`src/rtl/tlc5941_receiver.sv`:
```
// rtl/tlc5941_receiver.sv - cycle-accurate TLC5941 16-channel LED driver receiver
// Shifts GS/DC serial data on sclk, latches on xlat and drives per-channel PWM enables from gsclk/blank.
module tlc5941_receiver #(
  parameter int CHANNELS = 16,
  parameter int GS_BITS  = 12,
  parameter int DC_BITS  = 6
) (
  input  logic                         clock,
  input  logic                         reset,
  input  logic                         sclk,
  input  logic                         sin,
  input  logic                         mode,
  input  logic                         xlat,
  input  logic                         blank,
  input  logic                         gsclk,
  output logic                         sout,
  output logic [CHANNELS-1:0]          out_on,
  output logic [CHANNELS*GS_BITS-1:0]  gs_data,
  output logic [CHANNELS*DC_BITS-1:0]  dc_data,
  output logic                         gs_latched,
  output logic                         dc_latched,
  output logic [9:0]                   bit_count
);

  localparam int GS_W  = CHANNELS * GS_BITS;
  localparam int DC_W  = CHANNELS * DC_BITS;
  localparam int CNT_W = GS_BITS + 1;
  // One past the largest grayscale value; the counter parks here until the next blank.
  localparam logic [CNT_W-1:0] CNT_MAX = CNT_W'(1 << GS_BITS);

  logic             sclk_q, xlat_q, gsclk_q;
  logic [GS_W-1:0]  gs_sr;
  logic [DC_W-1:0]  dc_sr;
  logic [CNT_W-1:0] gs_cnt;
  logic             sclk_edge, xlat_edge, gsclk_edge;

  assign sclk_edge  = sclk  & ~sclk_q;
  assign xlat_edge  = xlat  & ~xlat_q;
  assign gsclk_edge = gsclk & ~gsclk_q;

  assign sout = mode ? dc_sr[DC_W-1] : gs_sr[GS_W-1];

  always_ff @(posedge clock) begin
    if (reset) begin
      sclk_q     <= 1'b0;
      xlat_q     <= 1'b0;
      gsclk_q    <= 1'b0;
      gs_sr      <= '0;
      dc_sr      <= '0;
      gs_data    <= '0;
      dc_data    <= '0;
      gs_latched <= 1'b0;
      dc_latched <= 1'b0;
      bit_count  <= '0;
      gs_cnt     <= '0;
      out_on     <= '0;
    end else begin
      sclk_q  <= sclk;
      xlat_q  <= xlat;
      gsclk_q <= gsclk;

      if (sclk_edge) begin
        if (mode) dc_sr <= {dc_sr[DC_W-2:0], sin};
        else      gs_sr <= {gs_sr[GS_W-2:0], sin};
      end

      // Latch reads the pre-shift register; xlat also wins over a coincident sclk for bit_count.
      if (xlat_edge) begin
        bit_count <= '0;
        if (mode) dc_data <= dc_sr;
        else      gs_data <= gs_sr;
      end else if (sclk_edge && bit_count != 10'h3FF) begin
        bit_count <= bit_count + 10'd1;
      end

      gs_latched <= xlat_edge & ~mode;
      dc_latched <= xlat_edge & mode;

      if (blank)                               gs_cnt <= '0;
      else if (gsclk_edge && gs_cnt != CNT_MAX) gs_cnt <= gs_cnt + CNT_W'(1);

      for (int n = 0; n < CHANNELS; n++)
        out_on[n] <= ~blank & (gs_cnt < {1'b0, gs_data[n*GS_BITS +: GS_BITS]});
    end
  end

endmodule
```
`config.mk`:
```
export PLATFORM = sky130hd
export DESIGN_NAME = tlc5941_receiver
export DESIGN_NICKNAME = d
export VERILOG_FILES = /design/src/rtl/tlc5941_receiver.sv
export SDC_FILE = /design/constraint.sdc
export NUM_CORES = 1
export LEC_CHECK = 0
export BUFFER_PORTS_ARGS = -buffer_cell sky130_fd_sc_hd__buf_4
export CAP_MARGIN = 20
export CORE_MARGIN = 2
export CORE_UTILIZATION = 30
export CTS_BUF_LIST = sky130_fd_sc_hd__clkbuf_8
export CTS_CLUSTER_SIZE = 8
export DETAILED_ROUTE_END_ITERATION = 16
export HOLD_SLACK_MARGIN = 0.08
export MAX_ROUTING_LAYER = met4
export PLACE_DENSITY = 0.44
export SYNTH_ARGS = -nofsm -noshare
export SYNTH_HDL_FRONTEND = slang
export SYNTH_SLANG_ARGS = --single-unit
```
`constraint.sdc`:
```
create_clock -name clock -period 2.6 [get_ports clock]
set_clock_uncertainty 0.05 [all_clocks]
set_input_delay 0.52 -clock clock [delete_from_list [all_inputs] [get_ports clock]]
set_output_delay 0.52 -clock clock [all_outputs]
set_load 0.005 [all_outputs]
```
# ---- After elaboration in Yosys (flattened, before gate mapping)
# Cells that the tools add are included.
dict set report totals {
  out_inout_bits 317
  reg_bits 620
}
dict set report classes {
  bitwise 26
  muxes 1
  n_eq_ne 2
  n_addsub 2
  n_reduce_logical 8
  order_cmp 16
}
# op count
set ops {}
lappend ops {{$lt A13 B12 Y1} 16}
lappend ops {{$and A1 B1 Y1} 21}
lappend ops {{$add A13 B1 Y13 const B} 1}
lappend ops {{$ne A13 B13 Y1 const B} 1}
lappend ops {{$add A10 B1 Y10 const B} 1}
lappend ops {{$ne A10 B10 Y1 const B} 1}
lappend ops {{$reduce_and A2 Y1} 4}
lappend ops {{$not A1 Y1} 5}
lappend ops {{$reduce_or A2 Y1} 2}
lappend ops {{$logic_and A1 B1 Y1} 2}
lappend ops {{$mux W1} 1}

# ---- Longest topological paths before layout
dict set report logic_depth {
  depth_word 3
  mapped_depth 8
  depth_no_buf 6
}

# ---- Worst setup path after synthesis
# Ideal clock, no wire load.
dict set report synth_path {
  path_kind {register to register}
  startpoint {reg gs_cnt[4]}
  endpoint {reg out_on[11]}
  stages_incl_launch_ff 6
  n_path_buf 0
  required_ps 2420
  synth_period_minus_slack_ps 2054
  arrival_ps 1873
  setup_slack_ps 546
  path_cell_list {dfxtp_1 > ha_1 > o211ai_1 > or4_1 > a2111oi_0 > nor4_1}
}
dict set report synth_via {
  elab_chain_cells 2
}
# item line_no
set synth_rtl {}
lappend synth_rtl {{start: declaration} 34} ;# logic [CNT_W-1:0] gs_cnt;
lappend synth_rtl {{start signal: assignment} 80} ;# else if (gsclk_edge && gs_cnt != CNT_MAX) gs_cnt <= gs_cnt + CNT_W'(1);
lappend synth_rtl {{$lt A13 B12 Y1} 83} ;# out_on[n] <= ~blank & (gs_cnt < {1'b0, gs_data[n*GS_BITS +: GS_BITS]});
lappend synth_rtl {{$and A1 B1 Y1} 83}
lappend synth_rtl {{end signal: indexed assignment} 83}
lappend synth_rtl {{end: declaration} 17} ;# output logic [CHANNELS-1:0] out_on,
# Every way passes these cells.
# A chain may end at the register's enable or synchronous reset.

# ---- Worst setup path in the final report
dict set report layout_path {
  startpoint {reg gs_cnt[9]}
  endpoint {reg out_on[2]}
}
# Same word-level chain as after synthesis.

==> flow_metrics.env <==
export IMPL_synth_xor_area_share_pct=0.339
export IMPL_synth_nets=3482
export IMPL_fin_crit_sh_pct=87.1
export IMPL_synth_mux_area_fraction_pct=0.0824
export IMPL_fmax_ghz=0.442
export IMPL_outcome="complete, no violations"
export IMPL_grt_setup_unrepaired="false"
export IMPL_clkSlewWorstSetupHoldPaths_ns=0.07
export IMPL_grt_antenna_before_repair=3
export IMPL_io_buffers=324
export IMPL_clockBufferDepth=3
export IMPL_grt_pass1_wl_um=129000
export IMPL_first_pass_iters=4
export IMPL_cts_tree="built"
export IMPL_die_area_um2=88400
export IMPL_via_per_inst=4.64
export IMPL_slew_viol_final=0
export IMPL_die_h_um=297
export IMPL_cts_buffers=114
export IMPL_fin_crit_ns=2.26
export IMPL_drive_above_1_share_pct=15.6
export IMPL_power_switching_mw=4.78
export IMPL_synth_ff_type="dfxtp_1"
export IMPL_synth_edf_count=0
export IMPL_place_hpwl_um=52600
export IMPL_leakage_nw=11.9
export IMPL_cts_root_buf="clkbuf_8"
export IMPL_clock_sinks=620
export IMPL_maxCapViolCount=0
export IMPL_finalPower_mw=19.6
export IMPL_pwr_share_clk_pct=47.9
export IMPL_grt_pass1_vias=21500
export IMPL_die_w_um=297
export IMPL_setup_violations_final=0
export IMPL_htree_levels=3
export IMPL_drcViolationCount=0
export IMPL_worstPathArrival_ns=2.75
export IMPL_wl_um=82500
export IMPL_grt_remaining_overflow=0
export IMPL_synth_adder_area_share_pct=8.68
export IMPL_post_cts_setup_buffer_count=0
export IMPL_io_pins=325
export IMPL_slew_headroom_pct=44.6
export IMPL_ys_seq_area_share_pct=48.1
export IMPL_antenna_left=0
export IMPL_yosysWarnings=0
export IMPL_cp_max_fo=12
export IMPL_synth_compound_area_share_pct=15.5
export IMPL_final_hold_violation_count=0
export IMPL_drt_initial_drc_count=1237
export IMPL_avgRoutedWirePerCell_um=17.1
export IMPL_gp_congestion=0.804
export IMPL_ctsResizeCount=0
export IMPL_core_um2=85300
export IMPL_synth_avg_cell_area_um2=7.83
export IMPL_synth_async_reset_ratio_pct=0
export IMPL_worst_pin_slew_ns=0.830
export IMPL_setup_worst_path_end_class="flop"
export IMPL_nets=3785
export IMPL_clk_latency_ns=0.72
export IMPL_rows=107
export IMPL_syn_instance_count=3295
export IMPL_synthDistinctLibCells=49
export IMPL_critPathKind="reg -> reg"
export IMPL_vias=22400
export IMPL_yosys_area_share_simple_pct=21.0
export IMPL_cp_start_kind="flop"
export IMPL_syn2layout_area_growth_pct=23.9
export IMPL_p_seq_share_pct=48.7
export IMPL_hold_path_class="in -> reg"
export IMPL_vdd_drop_max_mv=0.374
export IMPL_synth_top_family_by_area="simple AND/OR/NAND/NOR gates"
export IMPL_p_int_mw=14.8
export IMPL_swShare_pct=24.4
export IMPL_p_comb_share_pct=3.5
export IMPL_pwr_density_cell_nw_per_um2=612
export IMPL_postCtsHoldBufs=8
export IMPL_required_ns=3.08
export IMPL_finalSetupTns_ns=0
export IMPL_grt_max_degree=145
export IMPL_netlist_area_um2=25800
export IMPL_floorplan_initialDensity_pct=30.3
export IMPL_grt_usage_pct=18.8
export IMPL_synth_seq_cells=620
## synth_stat cells (14+ instances only)
library cell	instances	area [µm²]
nand3_1	23	115
dfxtp_1	620	12400
o21ai_0	48	240
nand4b_1	14	123
o21ba_2	15	150
ha_1	179	2240
nor2_1	17	63.8
nor3_1	29	145
a21o_1	18	135
buf_1	16	60.1
clkbuf_1	95	357
nand2_1	1169	4390
inv_1	195	732
a21oi_1	641	3210
nor4_1	28	175
buf_2	78	390
nand2b_1	16	100
## worst paths after layout
path	cells past startpoint	end	slack, ns	start
setup / recovery	7	out_on[2]	0.34	gs_cnt[9]
hold / removal	4	gs_data[191]	0.23	mode
setup reg to reg	7	out_on[2]	0.34	gs_cnt[9]
hold reg to reg	2	dc_data[94]	0.39	dc_sr[94]
## cells by family (layout without fill, tap and decap cells)
group / count (synthesis) / after routing
compound gates: 754 / 754
other cells: 0 / 3
flops: 620 / 620
xor+xnor: 10 / 10
mux: 2 / 2
simple gates: 1335 / 1335
buf+inv: 395 / 788
fa+ha+maj: 179 / 179
## worst max-delay path: stages, from the launching register on
cell and delay, ns:
dfxtp_1 0.46, buf_4 0.23, buf_4 0.30, ha_1 0.30, nand3_1 0.13, o21ba_2 0.15
a21oi_1 0.06, a2111oi_0 0.41
## layout make-up
type / instances / area, µm²
fill: 9098 / 53300
sequential: 620 / 12400
tap: 1144 / 1430
antenna: 3 / 7.51
inverter: 195 / 732
clock inverter: 55 / 241
timing repair buffer: 387 / 3270
multi-input combinational: 2280 / 11800
clock buffer: 151 / 2080
## metrics by stage
step | cell area (µm²) | cells | hold WS (ns) | util (%) | setup WS, ns
finish | 32000 | 4835 | 0.227 | 37.5 | 0.336
global route | 32000 | 4835 | 0.204 | 37.5 | 0.207
CTS | 32000 | 4832 | 0.146 | 37.5 | 0.299
detailed placement | 29600 | 4618 | 0.398 | 34.7 | 0.317
global placement | 29600 | 4618 | 0.397 | 34.7 | 0.308
floorplan | 25800 | 3295 | 0.392 | - | 0.546
## power groups by stage
stage               registers (mW)  logic [mW]  clock network [mW]
floorplan                     9.73       0.425                   0
global placement              9.73       0.685                   0
detailed placement            9.73       0.681                   0
CTS                           9.52       0.692                9.74
global route                  9.52       0.737                10.2
finish                        9.52       0.675                9.37
## registers in the layout, summed over array words and instances, names as in the netlist
| register | flops |
|---|---|
| gs_data | 192 |
| xlat_q | 1 |
| gs_sr | 192 |
| dc_data | 96 |
| dc_latched | 1 |
| gs_cnt | 13 |
| sclk_q | 1 |
| gs_latched | 1 |
| dc_sr | 96 |
| gsclk_q | 1 |
| out_on | 16 |
| bit_count | 10 |
## cells in the final DEF, fill, tap and decap left out, types with 3 or more instances in the layout
| cell type | n |
|---|---|
| o21ba_2 | 15 |
| diode_2 | 3 |
| nand3_1 | 23 |
| a2111oi_0 | 10 |
| clkinv_2 | 11 |
| xnor2_1 | 5 |
| a21o_1 | 18 |
| nand2_1 | 1167 |
| a21oi_1 | 641 |
| nand2b_1 | 14 |
| a2111oi_1 | 4 |
| nand4b_1 | 14 |
| buf_4 | 351 |
| nor4_1 | 28 |
| clkbuf_8 | 151 |
| or4_1 | 9 |
| nor3_1 | 29 |
| or3_1 | 6 |
| a31oi_1 | 3 |
| xor2_1 | 5 |
| buf_12 | 27 |
| inv_1 | 235 |
| o21ai_0 | 48 |
| o211ai_1 | 6 |
| ha_1 | 179 |
| nand4_1 | 5 |
| nor2_1 | 16 |
| nor2b_1 | 4 |
| dlygate4sd3_1 | 8 |
| o31ai_1 | 4 |
| dfxtp_1 | 620 |
## routing by layer
| metal | track usage [%] | wire (µm) | up-vias |
|---|---|---|---|
| li1 | - | - | 11500 |
| met1 | 24.8 | 39200 | 10400 |
| met2 | 28.9 | 37400 | 450 |
| met3 | 3.64 | 4060 | 114 |
| met4 | 5.63 | 1830 | 0 |
| met5 | - | 0 | - |
(Power assumes the default switching activity.)
